<file path="src/rtl/adc_spi_pkg.sv">
// adc_spi_pkg: shared definitions for the ADC SPI read-out path.
//   - state_e      : read-out FSM states
//   - SYNC_PATTERN : fixed low bits of the status byte (host framing check)
//   - STATUS_W     : status byte width
//   - frame_header : builds the status byte that precedes every sample
package adc_spi_pkg;

  localparam logic [2:0]  SYNC_PATTERN = 3'b101;
  localparam int unsigned STATUS_W     = 8;

  typedef enum logic [1:0] {
    ST_IDLE,
    ST_LOAD,
    ST_SHIFT,
    ST_DONE
  } state_e;

  // Status byte: {valid, overflow, occupancy saturated to 3 bits, sync pattern}
  function automatic logic [STATUS_W-1:0] frame_header(input logic        valid,
                                                       input logic        ovf,
                                                       input int unsigned count);
    logic [2:0] c3;
    c3 = (count > 7) ? 3'd7 : count[2:0];
    return {valid, ovf, c3, SYNC_PATTERN};
  endfunction

endpackage

</file>
<file path="src/rtl/adc_spi_target_fifo.sv">
// sync_fifo: single-clock first-word-fall-through FIFO.
//   clk_i, rst_ni   : clock, async active-low reset (clears pointers/count)
//   push_i, data_i  : write request and data (accepted when not full, or
//                     when full but a pop is accepted in the same cycle)
//   pop_i, data_o   : read request; data_o shows the head entry
//   full_o, empty_o : status flags
//   count_o         : occupancy
module sync_fifo #(
  parameter int unsigned DATA_W     = 16,
  parameter int unsigned FIFO_DEPTH = 4
) (
  input  logic                          clk_i,
  input  logic                          rst_ni,
  input  logic                          push_i,
  input  logic [DATA_W-1:0]             data_i,
  input  logic                          pop_i,
  output logic [DATA_W-1:0]             data_o,
  output logic                          full_o,
  output logic                          empty_o,
  output logic [$clog2(FIFO_DEPTH):0]   count_o
);
  import adc_spi_pkg::*;

  localparam int unsigned AW = $clog2(FIFO_DEPTH);
  localparam int unsigned CW = AW + 1;

  logic [DATA_W-1:0] mem_q [FIFO_DEPTH];
  logic [AW-1:0]     wptr_q, wptr_d, rptr_q, rptr_d;
  logic [CW-1:0]     count_q, count_d;
  logic              push_acc, pop_acc;

  assign full_o   = (count_q == CW'(FIFO_DEPTH));
  assign empty_o  = (count_q == '0);
  assign pop_acc  = pop_i && !empty_o;
  assign push_acc = push_i && (!full_o || pop_acc);
  assign data_o   = mem_q[rptr_q];
  assign count_o  = count_q;

  always_comb begin
    wptr_d  = push_acc ? wptr_q + AW'(1) : wptr_q;
    rptr_d  = pop_acc  ? rptr_q + AW'(1) : rptr_q;
    count_d = count_q;
    case ({push_acc, pop_acc})
      2'b10:   count_d = count_q + CW'(1);
      2'b01:   count_d = count_q - CW'(1);
      default: count_d = count_q;
    endcase
  end

  always_ff @(posedge clk_i or negedge rst_ni) begin
    if (!rst_ni) begin
      wptr_q  <= '0;
      rptr_q  <= '0;
      count_q <= '0;
    end else begin
      wptr_q  <= wptr_d;
      rptr_q  <= rptr_d;
      count_q <= count_d;
    end
  end

  always_ff @(posedge clk_i) begin
    if (push_acc) mem_q[wptr_q] <= data_i;
  end

endmodule

</file>
<file path="src/rtl/adc_spi_target.sv">
// adc_spi_target: SPI target streaming ADC samples to an external host.
//   wb_clk_i, resetb        : system clock, async active-low reset
//   sample_valid/_data      : one-cycle sample strobe and data into the FIFO
//   spi_sck, spi_csb        : host clock / chip select (asynchronous)
//   spi_sdo, spi_sdo_oe     : serial data (MSB first, mode 0) and pad enable
//   fifo_count              : FIFO occupancy
//   overflow                : sticky drop flag, cleared when reported
// One frame of 8 + DATA_W bits is sent per chip-select assertion.
module adc_spi_target #(
  parameter int unsigned DATA_W      = 16,
  parameter int unsigned FIFO_DEPTH  = 4,
  parameter int unsigned SYNC_STAGES = 2
) (
  input  logic                        wb_clk_i,
  input  logic                        resetb,
  input  logic                        sample_valid,
  input  logic [DATA_W-1:0]           sample_data,
  input  logic                        spi_sck,
  input  logic                        spi_csb,
  output logic                        spi_sdo,
  output logic                        spi_sdo_oe,
  output logic [$clog2(FIFO_DEPTH):0] fifo_count,
  output logic                        overflow
);
  import adc_spi_pkg::*;

  localparam int unsigned FRAME_W = STATUS_W + DATA_W;
  localparam int unsigned CW      = $clog2(FIFO_DEPTH) + 1;
  localparam int unsigned BW      = $clog2(FRAME_W);

  // ---------------- synchronizers ----------------
  logic [SYNC_STAGES-1:0] sck_sync_q, csb_sync_q;
  logic [SYNC_STAGES:0]   sck_chain, csb_chain;

  assign sck_chain = {sck_sync_q, spi_sck};
  assign csb_chain = {csb_sync_q, spi_csb};

  for (genvar g = 0; g < SYNC_STAGES; g++) begin : g_sync
    always_ff @(posedge wb_clk_i or negedge resetb) begin
      if (!resetb) begin
        sck_sync_q[g] <= 1'b0;
        csb_sync_q[g] <= 1'b1;
      end else begin
        sck_sync_q[g] <= sck_chain[g];
        csb_sync_q[g] <= csb_chain[g];
      end
    end
  end

  logic sck_s, csb_s, sck_prev_q, csb_prev_q;
  logic sck_rise, sck_fall, csb_fall;

  assign sck_s    = sck_sync_q[SYNC_STAGES-1];
  assign csb_s    = csb_sync_q[SYNC_STAGES-1];
  assign sck_rise =  sck_s & ~sck_prev_q;
  assign sck_fall = ~sck_s &  sck_prev_q;
  assign csb_fall = ~csb_s &  csb_prev_q;

  // ---------------- FIFO ----------------
  logic              pop, fifo_full, fifo_empty;
  logic [DATA_W-1:0] fifo_data;

  sync_fifo #(.DATA_W(DATA_W), .FIFO_DEPTH(FIFO_DEPTH)) u_fifo (
    .clk_i   (wb_clk_i),
    .rst_ni  (resetb),
    .push_i  (sample_valid),
    .data_i  (sample_data),
    .pop_i   (pop),
    .data_o  (fifo_data),
    .full_o  (fifo_full),
    .empty_o (fifo_empty),
    .count_o (fifo_count)
  );

  // ---------------- FSM ----------------
  state_e             state_q, state_d;
  logic [FRAME_W-1:0] shreg_q, shreg_d, frame;
  logic [BW-1:0]      bitcnt_q, bitcnt_d;
  logic               ovf_q, ovf_d, load, drop;
  logic [CW-1:0]      count_after;

  assign count_after = fifo_empty ? '0 : fifo_count - CW'(1);
  assign frame = {frame_header(~fifo_empty, ovf_q, 32'(count_after)),
                  fifo_empty ? '0 : fifo_data};

  always_comb begin
    state_d  = state_q;
    shreg_d  = shreg_q;
    bitcnt_d = bitcnt_q;
    pop      = 1'b0;
    load     = 1'b0;
    case (state_q)
      ST_IDLE: begin
        if (csb_fall) state_d = ST_LOAD;
      end
      ST_LOAD: begin
        if (csb_s) begin
          state_d = ST_IDLE;
        end else begin
          pop      = ~fifo_empty;
          load     = 1'b1;
          shreg_d  = frame;
          bitcnt_d = '0;
          state_d  = ST_SHIFT;
        end
      end
      ST_SHIFT: begin
        if (csb_s) begin
          state_d = ST_IDLE;
        end else if (sck_rise) begin
          if (bitcnt_q == BW'(FRAME_W - 1)) state_d = ST_DONE;
          else                              bitcnt_d = bitcnt_q + BW'(1);
        end else if (sck_fall) begin
          shreg_d = {shreg_q[FRAME_W-2:0], 1'b0};
        end
      end
      ST_DONE: begin
        if (csb_s) state_d = ST_IDLE;
      end
      default: state_d = ST_IDLE;
    endcase
  end

  // A drop in the reporting cycle wins over the clear.
  assign drop  = sample_valid & fifo_full & ~pop;
  assign ovf_d = drop ? 1'b1 : (load ? 1'b0 : ovf_q);

  always_ff @(posedge wb_clk_i or negedge resetb) begin
    if (!resetb) begin
      state_q    <= ST_IDLE;
      shreg_q    <= '0;
      bitcnt_q   <= '0;
      ovf_q      <= 1'b0;
      sck_prev_q <= 1'b0;
      csb_prev_q <= 1'b1;
    end else begin
      state_q    <= state_d;
      shreg_q    <= shreg_d;
      bitcnt_q   <= bitcnt_d;
      ovf_q      <= ovf_d;
      sck_prev_q <= sck_s;
      csb_prev_q <= csb_s;
    end
  end

  assign spi_sdo_oe = (state_q == ST_SHIFT) || (state_q == ST_DONE);
  assign spi_sdo    = spi_sdo_oe & shreg_q[FRAME_W-1];
  assign overflow   = ovf_q;

endmodule

</file>
<file path="config.mk">
export PLATFORM = sky130hd
export DESIGN_NAME = adc_spi_target
export DESIGN_NICKNAME = d
export VERILOG_FILES = /design/src/rtl/adc_spi_pkg.sv /design/src/rtl/adc_spi_target_fifo.sv /design/src/rtl/adc_spi_target.sv
export SDC_FILE = /design/constraint.sdc
export NUM_CORES = 1
export LEC_CHECK = 0
export ABC_CLOCK_PERIOD_IN_PS = 2500
export CAP_MARGIN = 20
export CORE_MARGIN = 4
export CORE_UTILIZATION = 42
export DETAILED_ROUTE_END_ITERATION = 10
export PLACE_DENSITY = 0.65
export SLEW_MARGIN = 20
export SYNTH_ARGS = -nofsm -noshare
export SYNTH_HDL_FRONTEND = slang
export SYNTH_SLANG_ARGS = --single-unit
</file>
<file path="constraint.sdc">
create_clock -name wb_clk_i -period 2.5 [get_ports wb_clk_i]
set_clock_uncertainty 0.05 [all_clocks]
set_input_delay 0.625 -clock wb_clk_i [delete_from_list [all_inputs] [get_ports wb_clk_i]]
set_output_delay 0.625 -clock wb_clk_i [all_outputs]
set_load 0.01 [all_outputs]
</file>
### After elaboration in Yosys (flattened, before gate mapping)

Memories as Yosys holds them, arrays and structs flattened.
Cells that the tools add are included.

* add/sub/neg operators: 5
* eq/ne operators: 17
* mux-type cells: 28
* bitwise logic cells: 11
* reductions and logical operators: 14

Operators with widths (number)
* 2-to-1 mux 24 bit: 4
* one-hot mux 24 bit (2 select lines): 1
* 2-to-1 mux 5 bit: 4
* 2-to-1 mux 16 bit: 1
* != test 2 bit, second input constant: 8
* 2-to-1 mux 2 bit: 6
* one-hot mux 5 bit (2 select lines): 1
* AND reduction 5 bit: 2
* 2-to-1 mux 1 bit: 8
* one-hot mux 2 bit (4 select lines): 1
* bitwise AND 1 bit: 6
* equality test 2 bit, second input constant: 3
* != test 3 bit, second input constant: 2
* one-hot mux 3 bit (2 select lines): 1
* nonzero test 2 bit: 3
* adder 5 x 1 -> 5 bit, second input constant: 1
* equality test 5 bit, second input constant: 1
* NOT 1 bit: 5
* adder 2 x 1 -> 2 bit, second input constant: 2
* equality test 2 x 1 -> 1 bit, second input constant: 2
* AND reduction 4 bit: 1
* adder 3 x 1 -> 3 bit, second input constant: 1
* equality test 3 bit, second input constant: 1
* logical NOT 3 bit: 1
* other kinds (6): 9

* register bits after elaboration: 45
* bits in writable memories: 64
* output and inout bits: 6
* word-level logic and storage cells: 89
* memories: 1

Memories
* u_fifo.mem_q: depth 4, width 16, read ports 1, clocked after memory_dff 0, wr ports 1, line adc_spi_target_fifo.sv:27 `logic [DATA_W-1:0] mem_q [FIFO_DEPTH];`

### Logic depth before layout (Yosys ltp)

* depth after elaboration: 9
* mapped depth: 8
* gate-level depth less buffers: 6

### Modules after synthesis

Synthesis repeated with hierarchy kept, for this count alone.

* cells, all modules: 319
* area total of the unflattened synthesis: 4890.9 um^2

Modules (own cells, without submodules)
* sync_fifo: instances 1, cells an instance 138, area each 2831.5 um^2, sequential area each 2097.0 um^2
* adc_spi_target: instances 1, cells an instance 181, area each 2059.5 um^2, sequential area each 954.7 um^2

### Worst setup path before layout

OpenSTA, ideal clock, no wires.

* path kind: register to register
* start point: reg state_q[1]
* end point: mem u_fifo.mem_q[0][0], enable pin
* setup time: 0.374 ns
* arrival time: 1.640 ns
* data required time: 2.076 ns
* slack: 0.436 ns
* cell stages (with the launch flop): 5
* buffers on the path: 1
* clock period less this slack: 2.064 ns
* path through: dfrtp_1 or3b_1 buf_4 a31oi_4 and2_1

* word-level cells in the longest chain between the ends: 7

Ends and longest elaborated chain
* from (decl): line adc_spi_target.sv:76 `state_e state_q, state_d;`
* from (signal assigned): line adc_spi_target.sv:137 `state_q <= state_d;`
* equality test 2 x 1 -> 1 bit: line adc_spi_target.sv:92 `case (state_q)`
* 2-to-1 mux 1 bit: line adc_spi_target.sv:92
* logical AND 1 bit: line adc_spi_target_fifo.sv:34 `assign pop_acc = pop_i && !empty_o;`
* logical OR 1 bit: line adc_spi_target_fifo.sv:35 `assign push_acc = push_i && (!full_o || pop_acc);`
* logical AND 1 bit: line adc_spi_target_fifo.sv:35
* 2-to-1 mux 1 bit: line adc_spi_target_fifo.sv:63 `if (push_acc) mem_q[wptr_q] <= data_i;`
* 2-to-1 mux 1 bit (implied by the code): line adc_spi_target_fifo.sv:63
* to (decl): line adc_spi_target_fifo.sv:27

No other way between the ends.

### Final worst setup path

* start point: reg state_q[1]
* end point: out spi_sdo

* word-level cells in the longest chain between the ends: 3
* elaborated cells between the ends (all ways): 4
* those cells by class: eq/ne (2); bitwise (1); reduce/logical (1)

Ends and longest elaborated chain
* equality test 2 bit: line adc_spi_target.sv:146 `assign spi_sdo_oe = (state_q == ST_SHIFT) || (state_q == ST_DONE);`
* logical OR 1 bit (*): line adc_spi_target.sv:146
* bitwise AND 1 bit (*): line adc_spi_target.sv:147 `assign spi_sdo = spi_sdo_oe & shreg_q[FRAME_W-1];`
* to (decl): line adc_spi_target.sv:20 `output logic spi_sdo,`

Mark *: on every way between the ends. The rest lies on a longest branch, timed or not.

==> results.cfg <==
[run_status]
status = finished, final reports clean

[grt]
overflow = 0
use_met1 = 0.178
grtUsageMet3 = 0.0417
grt_pass1_wl_mm = 13.6
antenna_found_initial = 0
grt_pass1_vias = 2734
grt.busiest_layer = met2
grtUsageTotal = 0.136
met2_usage = 0.216
grt_max_degree = 46

[logic_synthesis]
ys.flop_type = edfxtp_1
synth_xor_area_frac = 0.0114
synth_fa_ha_area_frac = 0.0217
ys_seq_area_frac = 0.661
ys.warnings.count = 0
synthCells = 306
synth-compound-area-share = 0.0938
ys_ff_latch = 109
syn_area_um2 = 4620
synth-edff-count = 64
synth_top_family_by_area = compound AO/OA/AOI/OAI gates
synth_simple_gate_area_frac = 0.0908
synthMuxAreaShare = 0.0905
synthDistinctLibCells = 54
ys_async_sr_fraction = 0.413
postSynthAreaPerCell_um2 = 15.1
synth_nets = 335

[critical_path]
crit_family = buffers and inverters
r2r.worst_path.cells = 6
path_class = flip-flop to output pin
cp-end-kind = output pin
worstPathCellList = buf_4 > and2_1 > clkdlybuf4s50_1
cp_num_buf_inv = 2
worstPathArrival_ps = 1580
r2r-start = u_fifo.count_o[1]
required_ps = 1820
critPathSlowestCell = clkdlybuf4s50_1
reg2reg_slack_ps = 330
critPathLaunchType = flip-flop
path_max_fanout = 12
r2r_end = shreg_q[9]
cpPeakStageDelay_ps = 520

[power]
ir_drop_mv = 0.498
p_int_mw = 3.52
swShare = 0.316
p_clk_frac = 0.194
leakage_nw = 1.95
power_density_nw_per_um2 = 975
power_frac_seq = 0.517
p_sw_mw = 1.63
combPwrFrac = 0.289

[timing]
setup_viol_count_final = 0
slew_headroom = 0.389
setup_tns_ps = 0
fin_crit_ps = 2260
tightest_slew_ps = 913
whs_ps = 265
finalCritPeriodShare = 0.902
rsz0062_at_grt = false
slew_viol_final = 0
finalHoldViolCount = 0
max_freq_ghz = 0.443

[job]
maxCapViolCount = 0

[cts]
cts_hold_buffers = 0
clkLatencyLatePin_ps = 370
numCtsBuffers = 9
cts_resized = 0
clockBufferDepth = 2
cts.sinks = 109
cts_setup_buffers = 0
clk_pin_slew_ps = 110
htreeDepth = 3
tritoncts = yes
root_buffer = clkbuf_8

[die]
die_height_um = 113
die-area_um2 = 12700
core_area_um2 = 10800
row_count = 38
ios = 27
die_x_um = 113
start_util = 0.428

[placement]
hpwl_mm = 5.22
place_congestion = 0.711
numPortBuffers = 26

[hold_path]
hp-class = input port to async pin

[finish]
final_nets = 367
drive_above_1_share = 0.140
fillCellCount = 903
area.growth.synth_to_final_pct = 14.5
num_antenna_cells = 0

[route]
route.vias.total = 2625
drtIter0Drc = 143
drc_errors = 0
drt_wl_total_mm = 8.05
ant_nets = 0
vias_per_cell = 5.43
wl_per_cell_um = 16.7
drtPass1Iterations = 4
==> cell families after synthesis <==
group	after synthesis
AO/OA/AOI/OAI	52
multiplexers	18
adder cells (fa/ha/maj)	8
buffers and inverters	29
AND/OR/NAND/NOR	84
XOR/XNOR	6
flip-flops	109
==> area by class of cell <==
cell class	instances	area [um2]	share of cell area
sequential	109	3050	0.578
multi-input combinational	168	1430	0.270
timing repair buffer	41	418	0.0791
tap	140	175	0.0332
clock buffer	10	128	0.0242
clock inverter	6	52.6	0.00995
inverter	9	33.8	0.00639
==> per-stage QoR <==
| step | cell area (um2) | total power, mW | utilization | worst slack, ps | instances |
|---|---|---|---|---|---|
| after floorplan | 4620 | 3.68 | - | 436 | 306 |
| after global placement | 5100 | 4.17 | 0.473 | 347 | 467 |
| after detailed placement | 5100 | 4.23 | 0.473 | 325 | 467 |
| after CTS | 5280 | 5.22 | 0.490 | 213 | 483 |
| after global routing | 5280 | 5.49 | 0.490 | 153 | 483 |
| final | 5280 | 5.15 | 0.490 | 244 | 483 |
==> per-layer routing <==
metal	vias to the layer above	part of all wire
met5	-	0
met4	0	0.014
met3	13	0.040
met2	43	0.48
met1	1335	0.46
li1	1234	-
==> cells in the mapped netlist, types with 2 or more instances <==
| master | number | area [um2] |
|---|---|---|
| edfxtp_1 | 64 | 1920 |
| dfrtp_1 | 42 | 1050 |
| nor2_1 | 32 | 120 |
| nand2_1 | 14 | 52.6 |
| buf_2 | 11 | 55.1 |
| nand3_1 | 11 | 55.1 |
| mux4_1 | 10 | 263 |
| inv_1 | 9 | 33.8 |
| o21ai_0 | 9 | 45.0 |
| ha_1 | 8 | 100 |
| a221oi_1 | 7 | 61.3 |
| o211ai_1 | 7 | 52.6 |
| and2_1 | 6 | 37.5 |
| clkbuf_1 | 6 | 22.5 |
| mux4_2 | 6 | 135 |
| a221oi_2 | 4 | 60.1 |
| xnor2_1 | 4 | 35.0 |
| a221o_1 | 3 | 30.0 |
| a22oi_1 | 3 | 22.5 |
| a31oi_1 | 3 | 18.8 |
| and3_1 | 3 | 18.8 |
| dfstp_2 | 3 | 78.8 |
| nor2b_1 | 3 | 18.8 |
| or3_1 | 3 | 18.8 |
| a21oi_1 | 2 | 10.0 |
| buf_6 | 2 | 22.5 |
| mux2i_1 | 2 | 20.0 |
| nand2b_1 | 2 | 12.5 |
| xor2_1 | 2 | 17.5 |
==> power by group through the flow <==
| stage | combinational (mW) | sequential (mW) | clock (mW) |
|---|---|---|---|
| 6_report | 1.49 | 2.66 | 0.997 |
| 5_1_grt | 1.66 | 2.72 | 1.10 |
| 4_1_cts | 1.52 | 2.67 | 1.03 |
| 3_5_place_dp | 1.52 | 2.70 | 0 |
| 3_3_place_gp | 1.49 | 2.69 | 0 |
| 2_1_floorplan | 1.09 | 2.59 | 0 |
==> layout by cell type, fill, tap and decap left out, types with 8 or more instances in the layout <==
master	Yosys	final
buf_4	1	11
clkbuf_8	0	9
clkdlybuf4s50_1	0	25
dfrtp_1	42	42
edfxtp_1	64	64
ha_1	8	8
inv_1	9	9
mux4_1	10	10
nand2_1	14	14
nand3_1	11	11
nor2_1	32	32
o21ai_0	9	9
==> registers in the layout, summed over array words and instances, names as in the netlist <==
signal	cells
sck_chain	1
shreg_q	24
csb_s	1
u_fifo.rptr_q	2
bitcnt_q	5
sck_s	1
u_fifo.mem_q	64
u_fifo.count_o	3
u_fifo.wptr_q	2
state_q	2
sck_prev_q	1
csb_prev_q	1
csb_chain	1
overflow	1
==> how the worst max path moves through the flow <==
stage / from / end / slack [ps] / depth (start not counted)
3_5_place_dp: sample_valid / u_fifo.mem_q[2][12] / 320 / 5
4_1_cts: state_q[1] / spi_sdo / 210 / 3
3_3_place_gp: sample_valid / u_fifo.mem_q[3][12] / 350 / 5
5_1_grt: u_fifo.count_o[1] / shreg_q[8] / 150 / 6
6_report: state_q[1] / spi_sdo / 240 / 3
2_1_floorplan: state_q[1] / u_fifo.mem_q[0][0] / 440 / 4
Power figures use the tool's default switching activity.
